==> src/rtl/mcp_mem_arbiter.sv <==
// mcp_mem_arbiter: 32x8 MCP data memory shared by CPU (A) and debug scanner (B)
// with round-robin req/gnt arbitration, 1-cycle read latency and contention count.
module mcp_mem_arbiter #(
    parameter int ADDR_W = 5,
    parameter int DATA_W = 8,
    parameter int CNT_W  = 8
) (
    input  logic              clk,
    input  logic              reset,
    input  logic              req_a,
    input  logic              we_a,
    input  logic [ADDR_W-1:0] addr_a,
    input  logic [DATA_W-1:0] wdata_a,
    output logic              gnt_a,
    output logic              rvalid_a,
    output logic [DATA_W-1:0] rdata_a,
    input  logic              req_b,
    input  logic              we_b,
    input  logic [ADDR_W-1:0] addr_b,
    input  logic [DATA_W-1:0] wdata_b,
    output logic              gnt_b,
    output logic              rvalid_b,
    output logic [DATA_W-1:0] rdata_b,
    output logic [CNT_W-1:0]  conflict_cnt
);
    localparam int DEPTH = 1 << ADDR_W;
    logic [DATA_W-1:0] r_mem [DEPTH];
    logic              r_last_b;
    logic              r_rvalid_a, r_rvalid_b;
    logic [DATA_W-1:0] r_rdata_a, r_rdata_b;
    logic [CNT_W-1:0]  r_cnt;
    logic              w_gnt_a, w_gnt_b;
    // On a tie the port that did not transfer last wins.
    assign w_gnt_a = !reset && req_a && (!req_b || r_last_b);
    assign w_gnt_b = !reset && req_b && (!req_a || !r_last_b);
    assign gnt_a = w_gnt_a;
    assign gnt_b = w_gnt_b;
    assign rvalid_a = r_rvalid_a;
    assign rvalid_b = r_rvalid_b;
    assign rdata_a = r_rdata_a;
    assign rdata_b = r_rdata_b;
    assign conflict_cnt = r_cnt;
    always_ff @(posedge clk) begin
        if (reset) begin
            for (int i = 0; i < DEPTH; i++)
                r_mem[i] <= (i < 16) ? DATA_W'(i) : DATA_W'(16 - i);
            r_last_b <= 1'b1;
            r_rvalid_a <= 1'b0;
            r_rvalid_b <= 1'b0;
            r_rdata_a <= '0;
            r_rdata_b <= '0;
            r_cnt <= '0;
        end else begin
            if (w_gnt_a && we_a) r_mem[addr_a] <= wdata_a;
            if (w_gnt_b && we_b) r_mem[addr_b] <= wdata_b;
            if (w_gnt_a && !we_a) r_rdata_a <= r_mem[addr_a];
            if (w_gnt_b && !we_b) r_rdata_b <= r_mem[addr_b];
            r_rvalid_a <= w_gnt_a && !we_a;
            r_rvalid_b <= w_gnt_b && !we_b;
            r_last_b <= w_gnt_b ? 1'b1 : w_gnt_a ? 1'b0 : r_last_b;
            if (req_a && req_b && r_cnt != '1) r_cnt <= r_cnt + 1'b1;
        end
    end
endmodule

==> config.mk <==
export PLATFORM = sky130hd
export DESIGN_NAME = mcp_mem_arbiter
export DESIGN_NICKNAME = d
export VERILOG_FILES = /design/src/rtl/mcp_mem_arbiter.sv
export SDC_FILE = /design/constraint.sdc
export NUM_CORES = 1
export LEC_CHECK = 0
export ABC_CLOCK_PERIOD_IN_PS = 7600
export BUFFER_PORTS_ARGS = -buffer_cell sky130_fd_sc_hd__clkbuf_2
export CORE_MARGIN = 1
export CORE_UTILIZATION = 50
export CTS_CLUSTER_DIAMETER = 150
export DETAILED_ROUTE_END_ITERATION = 12
export PLACE_DENSITY_LB_ADDON = 0.12
export SYNTH_ARGS = -nofsm -noshare
export SYNTH_HDL_FRONTEND = slang
export SYNTH_SLANG_ARGS = --single-unit
==> constraint.sdc <==
create_clock -name clk -period 7.6 [get_ports clk]
set_clock_uncertainty 0.15 [all_clocks]
set_input_delay 0.76 -clock clk [delete_from_list [all_inputs] [get_ports clk]]
set_output_delay 0.76 -clock clk [all_outputs]
set_load 0.005 [all_outputs]
Yosys cells after proc, flatten, opt, wreduce, memory -nomap -nowiden
Memories as Yosys holds them, arrays and structs flattened. A register that Yosys moved wholly into a read port is not among the register bits.
Cells that the tools add are included.
{"block": "word_totals", "regBits": 11, "ram_bits": 256, "input_bits": 32, "out_inout_bits": 28, "wordCells": 42, "memories": 1}
{"memory": "r_mem", "words": 32, "word_bits": 8, "rd": 2, "rd_clocked_by_memory_dff": 2, "write_ports": 32, "line": "27", "text": "logic [DATA_W-1:0] r_mem [DEPTH];"}
{"block": "op_classes", "n_addsub": 1, "eq_ne": 1, "mux": 14, "n_reduce_logical": 21}
{"operator": "2-to-1 mux 8 bit", "count": 2}
{"operator": "OR reduction 8 bit", "count": 2}
{"operator": "logical AND 1 bit", "count": 10}
{"operator": "2-to-1 mux 1 bit", "count": 10}
{"operator": "2-to-1 mux 5 bit", "count": 2}
{"operator": "adder 8 x 1 -> 8 bit, second input constant", "count": 1}
{"operator": "!= test 8 bit, second input constant", "count": 1}
{"operator": "logical NOT 1 bit", "count": 6}
{"operator": "logical OR 1 bit", "count": 2}
{"operator": "OR reduction 2 bit", "count": 1}

Depth between registers and ports, before layout
Gate-level depths: netlist (run 1).
{"block": "depth", "ltp_word": 10, "depth_mapped": 9, "depth_no_buf": 5}

Least setup slack after synthesis (run 1)
No wires, ideal clock.
{"block": "synth_path", "path_type": "input to register", "startpoint": "input req_a", "endpoint": "memory r_mem[28][0] (enable)", "setup_ns": 0.384, "arrival_ns": 2.541, "required_time_ns": 7.066, "path_slack_ns": 4.525, "cell_stages": 7, "path_buffers": 3, "path_cell_list": "buf_4 a21boi_4 nand3_4 buf_6 mux2_4 buf_2 o21ai_0"}
{"item": "start: declaration", "line": "10", "text": "input logic req_a,"}
{"item": "end: declaration", "line": "27"}

==> metrics.yaml, run 1 <==
synth_cell_types: 58
synth-edff-count: 256
start_util: 0.5093
cp.required_ns: 7.64
syn_inst: 1336
synth_area_leader_cell: "edfxtp_1"
grt_usage: 0.3169
peakVddDrop_uv: 149.2
synth_top_flop_cell: "edfxtp_1"
cts_made_buffers: 30
num_vias: 11745
power_leakage_nw: 6.193
die_width_um: 178.5
cts-resized-gates: 0
period_minus_slack_ns: 3.986
place_congestion: 0.8941
hold_class: "input port to flop"
rows: 64
clock_latency_ns: 0.59
finalPower_mw: 3.798
ant_nets: 0
synth_area_mm2: 0.01558
syn-num-nets: 1369
cts_hold_buffers: 0
crit_type: "input port to flop"
layout-drive-gt1-share: 0.1415
report.final.hold_viol_count: 0
slew_headroom: 0.1043
ys_seq_area_frac: 0.5282
die_h_um: 178.5
end_kind: "flop"
arrival_ns: 4.02
fillers: 2648
remaining_drc_errors: 0
clock-root-buffer: "clkbuf_16"
power_density_mw_per_mm2: 224.5
ys_ff_latch: 283
io_pins: 60
setup_viol: 0
diodes: 0
hpwl_um: 31420
clock_sinks: 283
clock_path_buffers: 3
postSynthAreaPerCell_um2: 11.66
drtPass1Iterations: 6
worst_pin_slew_ns: 1.329
max_cap_violations: 0
grt_max_degree: 81
syn2layout_area_growth_pct: 8.602
routed_via_density: 6.781
rsz0062_at_grt: "false"
die_area_mm2: 0.03187
timing.hold.ws_ns: 0.3376
final_nets: 1345
max_freq_mhz: 250.9
post_cts_buffers: 0
clk_pin_slew_ns: 0.06
globalRoute.totalOverflow: 0
synth_top_area_frac: 0.4935
path_max_fanout: 59
routedWlPerCell_um: 29.05
netlist_top_cells_area: "edfxtp_1, mux2i_1, a22oi_1, dfxtp_1, nand3_1"
antenna_found_initial: 1
grt_pass1_wl_um: 73200
fin_setup_tns_ns: 0
drt_iter0_markers: 1552
grt_pass1_vias: 11080
wl_um: 50310
drv_slew: 0
portBuffers: 59
core_mm2: 0.03059
synth_warnings: 0
async_reset_ff_frac: 0
outcome: "completed"
htree_levels: 1
cts_tree: "yes"
crit_path_start_kind: "input port"
fin_crit_sh: 0.5244
-- layout make-up --
| type | instances | area (µm²) | share of cell area |
|---|---|---|---|
| multi-input cells | 903 | 6628 | 0.3917 |
| repair buffers | 90 | 540.5 | 0.03195 |
| inverters | 4 | 15.01 | 0.0008874 |
| well taps | 396 | 495.5 | 0.02929 |
| flip-flops and latches | 283 | 8228 | 0.4863 |
| clock inverters | 11 | 143.9 | 0.008505 |
| clock buffers | 45 | 868.3 | 0.05132 |
-- cells in the mapped netlist (all sizes together) (2+ instances only) --
cell      n
clkbuf   44
nor2     65
buf     102
edfxtp  256
dfxtp    27
o211a    19
and2      4
a31o      2
o41ai    16
and3      5
mux2      5
nand3    92
o21ai    29
inv       4
nand4     6
a22oi   128
xor2      6
or3       4
nand2b   11
a31oi     3
nor2b     7
nor3     94
nor4      3
o211ai    3
mux2i   265
a21oi    65
nand2    53
or2       4
-- critical path: stages --
cell and delay (ns):
clkbuf_2 0.29, inv_2 0.17, buf_4 0.62, nand4_1 0.34, a211o_1 0.63, buf_4 0.35, o21ai_0 0.85
-- logic make-up (layout without fill, tap and decap cells) --
| family | after synthesis | in the layout | share of synthesized area |
|---|---|---|---|
| AND/OR/NAND/NOR | 348 | 348 | 0.1132 |
| flip-flops | 283 | 283 | 0.5282 |
| AO/OA/AOI/OAI | 277 | 277 | 0.1267 |
| multiplexers | 270 | 270 | 0.1754 |
| buffers and inverters | 150 | 150 | 0.05188 |
| XOR/XNOR | 7 | 7 | 0.003936 |
| adder cells (fa/ha/maj) | 1 | 1 | 0.0008030 |
-- metal layers --
layer | part of all wire | track usage | vias up
li1 | - | - | 5096
met1 | 0.42 | 0.4470 | 5885
met2 | 0.46 | 0.5039 | 651
met3 | 0.082 | 0.03794 | 111
met4 | 0.035 | 0.1098 | 2
met5 | 0.00020 | 0 | -
-- report_power, final --
part	total [mW]	internal (mW)	switching, mW
sequential	1.83	1.78	0.0555
clock	1.52	0.889	0.628
combinational	0.446	0.143	0.303
total	3.80	2.81	0.987
-- final timing paths --
path | startpoint | end | slack (ns) | cells past startpoint
worst min register to register | rdata_b[0] | rdata_b[0] | 0.35 | 1
worst max-delay path | reset | r_mem[0][5] | 3.61 | 7
worst min-delay path | req_b | r_last_b | 0.34 | 3
worst max register to register | r_last_b | r_mem[1][3] | 4.02 | 4
-- state kept, by name, summed over array words and instances, names as in the netlist --
name,count
conflict_cnt,8
r_last_b,1
r_mem,256
rdata_a,8
rdata_b,8
rvalid_a,1
rvalid_b,1
-- placed cells by master (no fill, tap or decap), types with 5 or more instances in the layout --
cell	instances
a21oi_1	64
a22oi_1	128
and3_1	5
buf_4	31
clkbuf_1	10
clkbuf_16	31
clkbuf_2	57
clkinv_2	6
dfxtp_1	27
edfxtp_1	256
mux2i_1	258
mux2i_4	6
nand2_1	53
nand2b_1	11
nand3_1	91
nand4_1	6
nor2_1	63
nor3_1	73
nor3_2	21
o211a_1	19
o21ai_0	20
o21ai_1	9
o41ai_1	16
xor2_1	6
-- stage by stage --
stage	area, µm²	setup WS, ns	utilization	instances
after CTS	16920	3.642	0.5531	1732
after detailed placement	15910	3.115	0.5200	1676
final	16920	3.614	0.5531	1732
after floorplan	15580	4.525	-	1336
after global placement	15910	3.173	0.5200	1676
after global routing	16920	3.456	0.5531	1732
(Power assumes the default switching activity.)
==> inputs of run 2 (changes only) <==
ABC_CLOCK_PERIOD_IN_PS = 3950   (was 7600)
clock period = 3.95 ns   (was 7.6 ns; I/O delays follow)
==> run 2 against run 1 <==
Against the previous run: critical path depth shrank 1; flip-flop and latch count is the same; routed wire length shrank 1.4%; largest power group unchanged; highest routed layer is now met4.
==> metrics.yaml, run 2 (synthesized netlist as in run 1, its figures left out) <==
final_nets: 1388  # was 1345
fin_setup_tns_ns: 0  # unchanged
layout-drive-gt1-share: 0.1647  # was 0.1415
core_mm2: 0.03059  # unchanged
layout_common_cells: "mux2i_1, edfxtp_1, a22oi_1, nand3_1, nor3_1"  # unchanged
clock-root-buffer: "clkbuf_16"  # unchanged
rsz0062_at_grt: "false"  # unchanged
remaining_drc_errors: 0  # unchanged
drv_slew: 0  # unchanged
syn2layout_area_growth_pct: 10.44  # was 8.602%
clock_sinks: 283  # unchanged
io_pins: 60  # unchanged
grt_pass1_vias: 11268  # was 11080
worst_path_max_delay_cell: "o21ai_0"  # unchanged
drt_iter0_markers: 1420  # was 1552
num_vias: 11749  # was 11745
routed_via_density: 6.615  # was 6.781
critPathLaunch: "req_b"  # was reset
die_h_um: 178.5  # unchanged
crit_type: "input port to flop"  # unchanged
path_max_fanout: 9  # was 59
cpPeakStageDelay_ns: 1.11  # was 0.85 ns
postLayoutCoreUtil: 0.5625  # was 0.5531
clock_latency_ns: 0.56  # was 0.59 ns
finalPower_mw: 7.103  # was 3.798 mW
cts-resized-gates: 0  # unchanged
grt_usage: 0.3140  # was 0.3169
ff2ff_path_depth: 4  # unchanged
fin_crit_sh: 0.8274
htree_levels: 1  # unchanged
clock_path_buffers: 3  # unchanged
post_cts_buffers: 0  # unchanged
arrival_ns: 3.28  # was 4.02 ns
place_congestion: 0.9093  # was 0.8941
cts_made_buffers: 30  # unchanged
wl_um: 49620  # was 50310 µm
worstHoldStart: "we_a"  # was req_b
die_width_um: 178.5  # unchanged
r2r-start: "r_last_b"  # unchanged
portBuffers: 59  # unchanged
max_cap_violations: 0  # unchanged
routedWlPerCell_um: 27.94  # was 29.05 µm
largest_register_ff_count: 256  # unchanged
end_kind: "flop"  # unchanged
grt_pass1_wl_um: 72420  # was 73200 µm
rows: 64  # unchanged
cts_tree: "yes"  # unchanged
dp_slack_ns: 0.5937  # was 3.115 ns
cp.required_ns: 3.97  # was 7.64 ns
globalRoute.totalOverflow: 0  # unchanged
crit_chain: "dlygate4sd3_1 -> clkbuf_2 -> a21boi_4 -> a311o_1 -> a211o_1 -> o21ai_0"  # was clkbuf_2 -> inv_2 -> buf_4 -> nand4_1 -> a211o_1 -> buf_4 -> o21ai_0
peakVddDrop_uv: 341.7  # was 149.2 µV
die_area_mm2: 0.03187  # unchanged
power_leakage_nw: 6.375  # was 6.193 nW
drtPass1Iterations: 6  # unchanged
report.final.hold_viol_count: 0  # unchanged
antenna_found_initial: 2  # was 1
setup_slack_ns: 0.6818  # was 3.614 ns
slew_headroom: 0.1003  # was 0.1043
grt_max_degree: 63  # was 81
setup_viol: 0  # unchanged
period_minus_slack_ns: 3.268
outcome: "completed"  # unchanged
regMostFlops: "r_mem"  # unchanged
final_common_cell: "mux2i_1"  # unchanged
rrSetupSlack_ns: 0.83  # was 4.02 ns
hpwl_um: 32430  # was 31420 µm
power_density_mw_per_mm2: 412.9  # was 224.5 mW/mm²
hold_class: "input port to flop"  # unchanged
worst_pin_slew_ns: 1.335  # was 1.329 ns
max_freq_mhz: 306.0
r2r_end: "r_mem[0][3]"  # was r_mem[1][3]
hold_end: "rvalid_a"  # was r_last_b
crit_path_start_kind: "input port"  # unchanged
holdPathStages: 2  # was 3
clk_pin_slew_ns: 0.06  # about the same
ant_nets: 0  # unchanged
start_util: 0.5093  # unchanged
-- run 2: cell count changes in the layout (fill, tap and decap cells not counted), moves of 2 or more --
cell and delta:
buf_4 +39, buf_12 +3, o21ai_1 -3, clkbuf_8 -3, diode_2 +2, bufinv_16 -2
o21ai_0 +3, clkinv_1 +3
-- run 2: worst max-delay path, delay by kind of cell --
kind	cells	cell delay, ns
buffers and inverters	2	0.67
AOI/OAI and AO/OA	4	2.21
-- run 2: cell type report --
type	instances	area, µm²
Clock inverter	13	92.59
Antenna cell	2	5.005
Tap cell	396	495.5
Fill cell	2619	13380
Timing Repair Buffer	133	903.4
Multi-Input combinational cell	903	6639
Clock buffer	42	827.0
Inverter	4	15.01
Sequential cell	283	8228
-- run 2: how the worst max path moves through the flow --
stage / to / depth (start not counted)
floorplan: r_mem[28][0] / 7
CTS: r_mem[0][6] / 6
detailed placement: r_mem[0][7] / 5
global placement: r_mem[0][7] / 5
finish: r_mem[0][3] / 6
global route: r_mem[0][6] / 6
-- run 2: through the flow --
stage / instances / instance area [µm²] / hold slack, ns
floorplan: 1336 / 15580 / 0.3449
global placement: 1718 / 16270 / 0.3333
detailed placement: 1718 / 16270 / 0.3402
CTS: 1774 / 17200 / 0.03611
global route: 1774 / 17200 / 0.05302
finish: 1776 / 17210 / 0.06066
-- run 2: repair_timing --
action,in CTS,in global routing
hold buffers,1,0
setup endpoints to repair,0,0
hold endpoints to repair,1,0
-- run 2: routing by layer --
| layer | global-route usage | vias up | share of wire | wire length [µm] |
|---|---|---|---|---|
| met2 | 0.4971 | 603 | 0.46 | 22850 |
| li1 | - | 5186 | - | - |
| met1 | 0.4264 | 5846 | 0.41 | 20350 |
| met4 | 0.1123 | 0 | 0.035 | 1757 |
| met3 | 0.06458 | 114 | 0.094 | 4659 |
| met5 | 0 | - | 0 | 0 |
-- run 2: power by group --
group / leakage [nW] / internal [mW] / switching (mW)
clock network: 0.451 / 1.52 / 1.17
registers: 2.72 / 3.42 / 0.0957
logic: 3.20 / 0.302 / 0.594
